## src/rtl/decode_exec_latch.sv

```systemverilog
// ID/EX pipeline register between decode and execute: valid/ready handshake, optional
// 2-entry skid buffer, synchronous flush and a saturating stall counter.
module decode_exec_latch #(
  parameter int DATA_W = 32,
  parameter int RD_W   = 4,
  parameter int SIG_W  = 11,
  parameter int COND_W = 4,
  parameter int SKID   = 1,
  parameter int CNT_W  = 16
) (
  input  logic              clk,
  input  logic              rst_n,
  input  logic              flush,
  input  logic              clr_cnt,
  input  logic              in_valid,
  output logic              in_ready,
  input  logic [DATA_W-1:0] next_pc,
  input  logic [DATA_W-1:0] dataA,
  input  logic [DATA_W-1:0] dataB,
  input  logic [DATA_W-1:0] br_se,
  input  logic [DATA_W-1:0] ls_se,
  input  logic [DATA_W-1:0] alu_se,
  input  logic [RD_W-1:0]   rd,
  input  logic [SIG_W-1:0]  signals,
  input  logic [COND_W-1:0] instr_cond,
  output logic              out_valid,
  input  logic              out_ready,
  output logic [DATA_W-1:0] pc_out,
  output logic [DATA_W-1:0] dataA_out,
  output logic [DATA_W-1:0] dataB_out,
  output logic [DATA_W-1:0] br_se_out,
  output logic [DATA_W-1:0] ls_se_out,
  output logic [DATA_W-1:0] alu_se_out,
  output logic [RD_W-1:0]   rd_out,
  output logic [SIG_W-1:0]  sign_out,
  output logic [COND_W-1:0] br_cond,
  output logic [CNT_W-1:0]  stall_cnt
);

  localparam int PW = 6*DATA_W + RD_W + SIG_W + COND_W;

  // State encoding is {M_v, S_v}, so the valid bits fall straight out of the register.
  typedef enum logic [1:0] {
    EMPTY = 2'b00,
    ONE   = 2'b10,
    FULL  = 2'b11
  } state_t;

  state_t           state, state_nxt;
  logic             m_v, s_v;
  logic             accept, fire;
  logic             load_m_in, load_m_s, load_s;
  logic [PW-1:0]    in_bus, m_q, s_q;
  logic [SIG_W-1:0] m_sig;

  assign in_bus    = {next_pc, dataA, dataB, br_se, ls_se, alu_se, rd, signals, instr_cond};
  assign m_v       = state[1];
  assign s_v       = state[0];
  assign out_valid = m_v;
  assign in_ready  = (SKID != 0) ? ~s_v : (~m_v | out_ready);
  assign accept    = in_valid & in_ready;
  assign fire      = m_v & out_ready;

  // NOTE: every signal written here gets a default first, so no path leaves it unassigned
  // and no latch is inferred.
  always_comb begin
    state_nxt = state;
    load_m_in = 1'b0;
    load_m_s  = 1'b0;
    load_s    = 1'b0;
    case (state)
      EMPTY: begin
        if (accept) begin
          load_m_in = 1'b1;
          state_nxt = ONE;
        end
      end
      ONE: begin
        if (fire && accept) begin
          load_m_in = 1'b1;
        end else if (fire) begin
          state_nxt = EMPTY;
        end else if (accept && (SKID != 0)) begin
          load_s    = 1'b1;
          state_nxt = FULL;
        end
      end
      FULL: begin
        if (fire) begin
          load_m_s  = 1'b1;
          state_nxt = ONE;
        end
      end
      default: state_nxt = EMPTY;
    endcase
    // A mispredict kills everything held, including a beat accepted this cycle.
    if (flush) begin
      state_nxt = EMPTY;
      load_m_in = 1'b0;
      load_m_s  = 1'b0;
      load_s    = 1'b0;
    end
  end

  // NOTE: sequential state is updated with non-blocking assignments so every flop samples
  // pre-edge values regardless of process ordering.
  always_ff @(posedge clk or negedge rst_n) begin
    if (!rst_n) state <= EMPTY;
    else        state <= state_nxt;
  end

  // NOTE: the two payload entries are plain registers, not a RAM, so they take the async
  // reset and the outputs are defined straight out of reset.
  always_ff @(posedge clk or negedge rst_n) begin
    if (!rst_n) begin
      m_q <= '0;
      s_q <= '0;
    end else begin
      if (load_m_in)     m_q <= in_bus;
      else if (load_m_s) m_q <= s_q;
      if (load_s)        s_q <= in_bus;
    end
  end

  assign {pc_out, dataA_out, dataB_out, br_se_out, ls_se_out, alu_se_out,
          rd_out, m_sig, br_cond} = m_q;
  // Execute sees a NOP during bubbles; the rest of the payload just holds.
  assign sign_out = m_v ? m_sig : '0;

  always_ff @(posedge clk or negedge rst_n) begin
    if (!rst_n) begin
      stall_cnt <= '0;
    end else if (clr_cnt) begin
      stall_cnt <= '0;
    end else if (m_v && !out_ready && (stall_cnt != {CNT_W{1'b1}})) begin
      stall_cnt <= stall_cnt + CNT_W'(1);
    end
  end

endmodule

```

## config.mk

```make
export PLATFORM = sky130hd
export DESIGN_NAME = decode_exec_latch
export DESIGN_NICKNAME = d
export VERILOG_FILES = /design/src/rtl/decode_exec_latch.sv
export SDC_FILE = /design/constraint.sdc
export NUM_CORES = 1
export LEC_CHECK = 0
export CAP_MARGIN = 25
export CORE_UTILIZATION = 40
export CTS_CLUSTER_DIAMETER = 30
export CTS_CLUSTER_SIZE = 12
export DETAILED_ROUTE_END_ITERATION = 10
export PLACE_DENSITY = 0.66
export SLEW_MARGIN = 40
export SYNTH_ARGS = -nofsm -noshare
export SYNTH_HDL_FRONTEND = slang
export SYNTH_SLANG_ARGS = --single-unit
```

## constraint.sdc

```tcl
create_clock -name clk -period 2.3 [get_ports clk]
set_input_delay 0.575 -clock clk [delete_from_list [all_inputs] [get_ports clk]]
set_output_delay 0.575 -clock clk [all_outputs]
set_load 0.02 [all_outputs]
```

; ---- After elaboration in Yosys (flattened, before gate mapping)
; Cells that the tools add are included.
[op_classes]
add_sub_neg = 1
eq_ne = 7
muxes = 23
n_bitwise = 3
reduce_logical = 8
[ops]
columns = operator, n
row1 = 211-bit two-way mux, 2
row2 = 16-bit two-way mux, 2
row3 = 16-bit by 1-bit adder with 16-bit output (second input constant), 1
row4 = 16-bit != test (second input constant), 1
row5 = 2-bit two-way mux, 6
row6 = 11-bit two-way mux, 1
row7 = 1-bit two-way mux, 10
row8 = 3-bit != test (second input constant), 3
row9 = 2-bit case mux with 3 select lines, 1
row10 = 2-bit == test (second input constant), 2
row11 = 4-bit != test (second input constant), 1
row12 = 4-bit AND reduction, 1
row13 = 2-bit nonzero test, 2
row14 = 1-bit logical AND, 3
row15 = 1-bit bitwise AND, 2
row16 = 2-bit logical NOT, 1
row17 = 1-bit case mux with 2 select lines, 1
row18 = 1-bit logical NOT, 1
row19 = 1-bit inverter, 1
[word_totals]
ff_bits = 440
input_bits = 217
out_inout_bits = 229
wordCells = 46

; ---- Logic depth before layout (Yosys ltp)
; Gate-level depths: netlist of run 1.
[depth]
ltp_word = 7
depth_mapped = 8
ltp_nobuf = 6

; ---- Worst setup path after synthesis of run 1
; Ideal clock, no wire load.
[synth_timing]
path_kind = flip-flop to flip-flop
startpoint = reg state[0]
endpoint = reg m_q[192]
setup_ns = 0.137
arrival_time_ns = 1.736
required_ns = 2.163
path_slack_ns = 0.427
path_stages_with_launch = 8
path_buffers = 2
synth_period_minus_slack_ns = 1.873
path_cell_list = dfrtp_1 -> inv_1 -> ha_1 -> and3_1 -> o21ai_2 -> buf_2 -> clkbuf_1 -> a21oi_1
[synth_via]
elab_chain_cells = 7
elab_cells_between_ends = 14
cone_classes = 2 x eq/ne / 7 x mux / 2 x bitwise / 3 x reduce/logical
[synth_rtl]
columns = element, line_no
row1 = "start, declared", 49  ; state_t state, state_nxt;
row2 = "start signal, assigned", 109  ; else state <= state_nxt;
row3 = 1-bit inverter (*), 60  ; assign in_ready = (SKID != 0) ? ~s_v : (~m_v | out_ready);
row4 = net in_ready, 16  ; output logic in_ready,
row5 = 1-bit bitwise AND (*), 61  ; assign accept = in_valid & in_ready;
row6 = 1-bit logical AND, 79  ; if (fire && accept) begin
row7 = 1-bit two-way mux, 79
row8 = 1-bit case mux with 2 select lines (*), 71  ; case (state)
row9 = 1-bit two-way mux (*), 97  ; if (flush) begin
row10 = 211-bit two-way mux or 2-bit nonzero test (tied branches), --
row11 = "end signal, assigned", 119  ; if (load_m_in) m_q <= in_bus;
row12 = "end signal, assigned", 120  ; else if (load_m_s) m_q <= s_q;
row13 = "end, declared", 53  ; logic [PW-1:0] in_bus, m_q, s_q;
; The timed path passes the listed nets; every way through them passes the cells marked *.
; A chain may end at the register's enable or synchronous reset.

; ---- Worst setup path after layout of run 1
[layout_timing]
startpoint = reg m_q[197]
endpoint = out pc_out[18]
[layout_lines]
columns = element, line_no
row1 = "end, declared", 28  ; output logic [DATA_W-1:0] pc_out,
; No word-level cell between the ends.

==> out/qor.yml, run 1 <==
flow_run:
  maxCapViolations: 0
routing:
  vias_per_cell: 4.842
  vias: 13479
  ant_nets: 0
  drtIter0Drc: 444
  wire_per_inst_um: 17.76
  drt-total-wl_mm: 49.44
  firstDrtPassIters: 8
  drc: 0
cells_and_area:
  drive_gt1_frac: 0.2297
  finalNonFillerCells: 2784
  final_cell_mix: "439 x dfrtp_1, 419 x clkdlybuf4s50_1, 221 x a21oi_1"
  num-fill-cells: 4068
  final_common_cell: "dfrtp_1"
  multi_input_area_um2: 7114
  final_nets: 2252
  area_growth_pct: 39.78
  seq_area_um2: 11010
clocking:
  cts_tree: "built"
  cts_buffers: 100
  clk_pin_slew_ns: 0.04
  cts_max_level: 3
  clock_sinks: 440
  worstSkewPairLatency_ns: 0.63
  cts_root_buf: "clkbuf_16"
  cts_buffer_depth: 3
global_route:
  grt_start_max_net_pins: 55
  grt_pass1_vias: 14260
  grt_pass1_wl_mm: 76.88
  grt_antenna_before_repair: 4
  overflow: 0
  track_usage: 0.1927
yosys:
  synthMuxAreaShare: 0.2264
  synth_nets: 1918
  synth.avg_cell_area_um2: 11.86
  yosys_warnings: 0
  ys_ff_latch: 440
  synth_area_um2: 20110
  synth_compound_area_frac: 0.06190
  ys_seq_area_frac: 0.5474
  synth_top_family_by_area: "multiplexers"
  ys_types: 42
  synth_edf_count: 0
  ys.flop_type: "dfrtp_1"
  synth_cells: 1696
  synthXorXnorAreaFrac: 0.0004355
  synth-simple-area-share: 0.06084
  async_flop_share: 1.000
  synthAdderAreaFrac: 0.003110
critical_path:
  timing.critical_path.cells: "clkdlybuf4s50_1"
  path_buf_inv: 1
  startpoint_type: "flip-flop"
  cp.required_ns: 1.73
  cp_data_arrival_time_ns: 1.65
  cpLargestDelayFamily: "buffers and inverters"
  endpoint_kind: "output pin"
  slowest_stage: "clkdlybuf4s50_1"
  slowest_delay_ns: 0.70
  r2r_setup_slack_ns: 0.29
  crit_fanout: 2
  criticalPathCategory: "reg -> out"
power_and_ir_drop:
  ir_drop_uv: 1080
  p_leak_nw: 13.46
  power_density_nw_per_um2: 1461
timing:
  tightest_slew_ns: 0.6341
  layout_setup_ws_ns: 0.07022
  finClkSkew_ns: 0.03388
  rsz0062_at_grt: "no"
  finalSetupViolCount: 0
  min_period_ns: 2.230
  fmax_mhz: 448.5
  timing.final.crit_share: 0.9695
  slew_viol_final: 0
  relSlewSlack: 0.5728
  finalHoldViolCount: 0
die:
  initial_core_util: 0.4083
  die-area_um2: 51180
  die_height_um: 226.2
  ios: 446
  placeableCoreArea_um2: 49250
  fp.dieW_um: 226.2
  rows: 81
place:
  gp_congestion: 0.7968
  portBuffers: 445
  dp_hpwl_mm: 34.31
  place_ws_ns: -0.06652
  dp.cells: 2589
outcome:
  run_status: "finished, final reports clean"
worst_hold_path:
  hp-class: "reg -> reg"
## metal layers
| layer | vias to the layer above | GRT usage | wire, µm |
|---|---|---|---|
| met3 | 74 | 0.08678 | 4598 |
| met5 | - | 0 | 13 |
| met1 | 6635 | 0.2199 | 19700 |
| met4 | 2 | 0.06779 | 1151 |
| met2 | 394 | 0.3176 | 23970 |
| li1 | 6374 | - | - |
## cells in the mapped netlist, types with 4 or more instances
library cell,number,area [µm²]
ha_1,5,62.56
nand4_1,5,31.28
dfrtp_1,440,11010
buf_4,202,1516
and3_1,4,25.02
mux2i_1,212,2122
clkbuf_1,12,45.04
or3_1,5,31.28
nor2b_1,6,37.54
o21ai_0,6,30.03
nand3_1,5,25.02
mux2_2,214,2410
nand2_1,8,30.03
a21oi_1,221,1106
and2_1,11,68.82
o31ai_1,4,30.03
nor2_1,220,825.8
buf_2,81,405.4
or4_1,4,30.03
## per-stage QoR
stage	power (W)	hold slack (ns)	cell area (µm²)	util	setup TNS (ns)
finish	0.04106	0.4998	28110	0.5708	0
global route	0.04313	0.5075	28110	0.5707	0
CTS	0.04151	0.5010	28100	0.5704	0
detailed placement	0.02639	0.4912	24500	0.4974	-4.203
global placement	0.02591	0.4851	24500	0.4974	-3.172
floorplan	0.02252	0.2794	20110	-	0
## final timing paths
| kind | cells after the start | endpoint | startpoint |
|---|---|---|---|
| hold / removal | 1 | s_q[43] | s_q[43] |
| min in group asynchronous | 2 | m_q[4] | rst_n |
| setup / recovery | 1 | pc_out[18] | m_q[197] |
| max in group asynchronous | 3 | s_q[9] | rst_n |
| hold reg to reg | 1 | s_q[43] | s_q[43] |
| setup reg to reg | 8 | m_q[98] | state[1] |
## area by class of cell
cell class | instances | share of cell area
clock inverter | 57 | 0.02808
tap | 664 | 0.02955
multi-input combinational | 954 | 0.2530
sequential | 440 | 0.3917
inverter | 3 | 0.0004005
antenna | 4 | 0.0003560
timing repair buffer | 531 | 0.1973
clock buffer | 131 | 0.09955
## cells by family after synthesis
logic type | Yosys count
xor+xnor | 1
simple gates | 280
flops | 440
fa+ha+maj | 5
buf+inv | 302
mux | 428
compound gates | 240
## timing repair
item,CTS,global route
gates resized for setup,30,4
hold endpoints to repair,39,0
gates cloned,0,0
setup buffers,2,0
hold buffers,1,0
endpoints found under the setup margin,22,4
## flip-flops by register name (all words and copies together), names as in the netlist
signal,cells
m_q,211
stall_cnt,16
s_q,211
state,2
## power by group
| part | total [W] | switching, W | internal (W) |
|---|---|---|---|
| combinational | 0.0127 | 0.00604 | 0.00671 |
| clock | 0.0148 | 0.00441 | 0.0104 |
| sequential | 0.0135 | 0.00202 | 0.0115 |
| total | 0.0411 | 0.0125 | 0.0286 |
(Power assumes the default switching activity.)
==> run 2, diff against run 1 <==
- PLACE_DENSITY: 0.66 -> 0.68
- clock period: 2.3 -> 1.97 ns (I/O delays scaled with it)
==> run 2 against run 1 <==
  * The flow now finishes with violations (setup timing)
  * Register-to-register slack lost 0.27 ns
  * Wire length grew 14%
  * Clock skew shrank 0.0029 ns
  * Sequential power grew 16%
  * Critical path type unchanged
  * Critical endpoint is now sign_out[6]
  * Largest cell class unchanged
==> out/qor.yml, run 2 (same netlist as run 1, synthesis figures left out) <==
routing:
  vias_per_cell: 4.965
  drt-total-wl_mm: 56.46
  vias: 14006
  drc: 0
  ant_nets: 0
  drtIter0Drc: 617
  firstDrtPassIters: 5
  wire_per_inst_um: 20.02
critical_path:
  cp_data_arrival_time_ns: 1.48
  slowest_stage: "dfrtp_2"
  startpoint_type: "flip-flop"
  crit_top_cell: "buf_6"
  timing.critical_path.cells: "buf_6, and2_4, buf_6"
  criticalPathCategory: "reg -> out"
  slowest_delay_ns: 0.46
  crit_fanout: 5
  endpoint_kind: "output pin"
  cp.required_ns: 1.48
cells_and_area:
  drive_gt1_frac: 0.2618
  fin_area_um2: 28970
  final_nets: 2293
  num-fill-cells: 3994
  finalNonFillerCells: 2821
  final_cell_mix: "436 x dfrtp_1, 219 x a21oi_1, 218 x nor2_1"
  area_growth_pct: 44.04
  reg.largest.list: "m_q (211), s_q (211), stall_cnt (16)"
  final_core_util: 0.5882
  final_common_cell: "dfrtp_1"
place:
  dp_hpwl_mm: 34.68
  dp.cells: 2593
  place_area_um2: 24480
  gp_congestion: 0.7737
  portBuffers: 445
timing:
  relSlewSlack: 0.5857
  timing.final.crit_share: 1.003
  slew_viol_final: 0
  min_period_ns: 1.976
  finalHoldViolCount: 0
  rsz0062_at_grt: "yes"
  tightest_slew_ns: 0.6149
  layout_setup_ws_ns: -0.006174
  finalSetupViolCount: 2
  holdWs_ns: 0.3609
  finClkSkew_ns: 0.03102
  fmax_mhz: 506.0
clocking:
  cts_buffers: 98
  clock_sinks: 440
  clk_pin_slew_ns: 0.04
  cts_root_buf: "clkbuf_16"
  cts_max_level: 3
  cts_tree: "built"
  worstSkewPairLatency_ns: 0.64
  cts_buffer_depth: 3
die:
  initial_core_util: 0.4083
  rows: 81
  die-area_um2: 51180
  placeableCoreArea_um2: 49250
  ios: 446
  die_height_um: 226.2
  fp.dieW_um: 226.2
power_and_ir_drop:
  power_w: 0.04811
  ir_drop_uv: 1005
  power_density_nw_per_um2: 1661
  p_leak_nw: 14.08
outcome:
  run_status: "finished, violations left"
  violations: "setup timing"
global_route:
  grt_pass1_vias: 14473
  track_usage: 0.1968
  overflow: 0
  grt_start_max_net_pins: 78
  grt_antenna_before_repair: 2
  grt_pass1_wl_mm: 78.62
flow_run:
  maxCapViolations: 0
worst_hold_path:
  hp-class: "in -> async"
run 2: cell count changes in the layout (fill, tap and decap cells not counted), moves of 5 or more:
cell,delta
buf_8,+6
dlygate4sd2_1,+194
buf_4,-5
buf_6,+25
and2_1,-10
buf_16,+12
clkdlybuf4s50_1,-204
and2_4,+10
clkbuf_16,+28
buf_12,-11
run 2: final timing paths:
check                           from      endpoint  slack (ns)  depth (start not counted)
max                         state[1]   sign_out[6]      -0.006                          3
min                            rst_n       s_q[87]        0.36                          2
max reg2reg                 state[1]      m_q[117]        0.02                          9
min reg2reg                   s_q[4]        s_q[4]        0.50                          1
max in group asynchronous      rst_n  stall_cnt[7]        0.81                          3
min in group clk           ls_se[12]       m_q[63]        0.46                          3
run 2: area by class of cell:
cell class                      instances  area [µm²]  area share
Antenna cell                            3       7.507   0.0002591
Clock buffer                          127        2744     0.09471
Clock inverter                         56       864.6     0.02984
Inverter                                3       11.26   0.0003887
Multi-Input combinational cell        954        7198      0.2485
Sequential cell                       440       11020      0.3802
Tap cell                              664       830.8     0.02868
Timing Repair Buffer                  574        6300      0.2174
run 2: worst max-delay path, delay by kind of cell, from the launching register on:
kind,cells,cell delay [ns]
and+or+nand+nor,1,0.14
DFF,1,0.46
buffers and inverters,2,0.27
run 2: routing by layer:
metal | share of wire | GRT usage
met1 | 0.40 | 0.2302
met2 | 0.48 | 0.3118
met3 | 0.091 | 0.08262
met4 | 0.029 | 0.09285
met5 | 0.00037 | 0
run 2: what timing repair did:
item	in CTS	in global routing
cloned	0	34
endpoints found under the hold margin	23	0
pin swaps	0	3
hold buffers	1	0
setup buffers	3	6
resized for setup	311	68
endpoints found under the setup margin	229	205
run 2: metrics by stage:
stage | setup slack (ns) | setup TNS (ns)
2_1_floorplan | 0.09690 | 0
3_3_place_gp | -0.3163 | -101.38
3_5_place_dp | -0.3761 | -121.15
4_1_cts | -0.1617 | -0.9628
5_1_grt | -0.06111 | -1.320
6_report | -0.006174 | -0.006392
run 2: power by group:
part           internal, W  switching, W
Clock               0.0124       0.00521
Sequential          0.0134       0.00236
Combinational      0.00721       0.00757
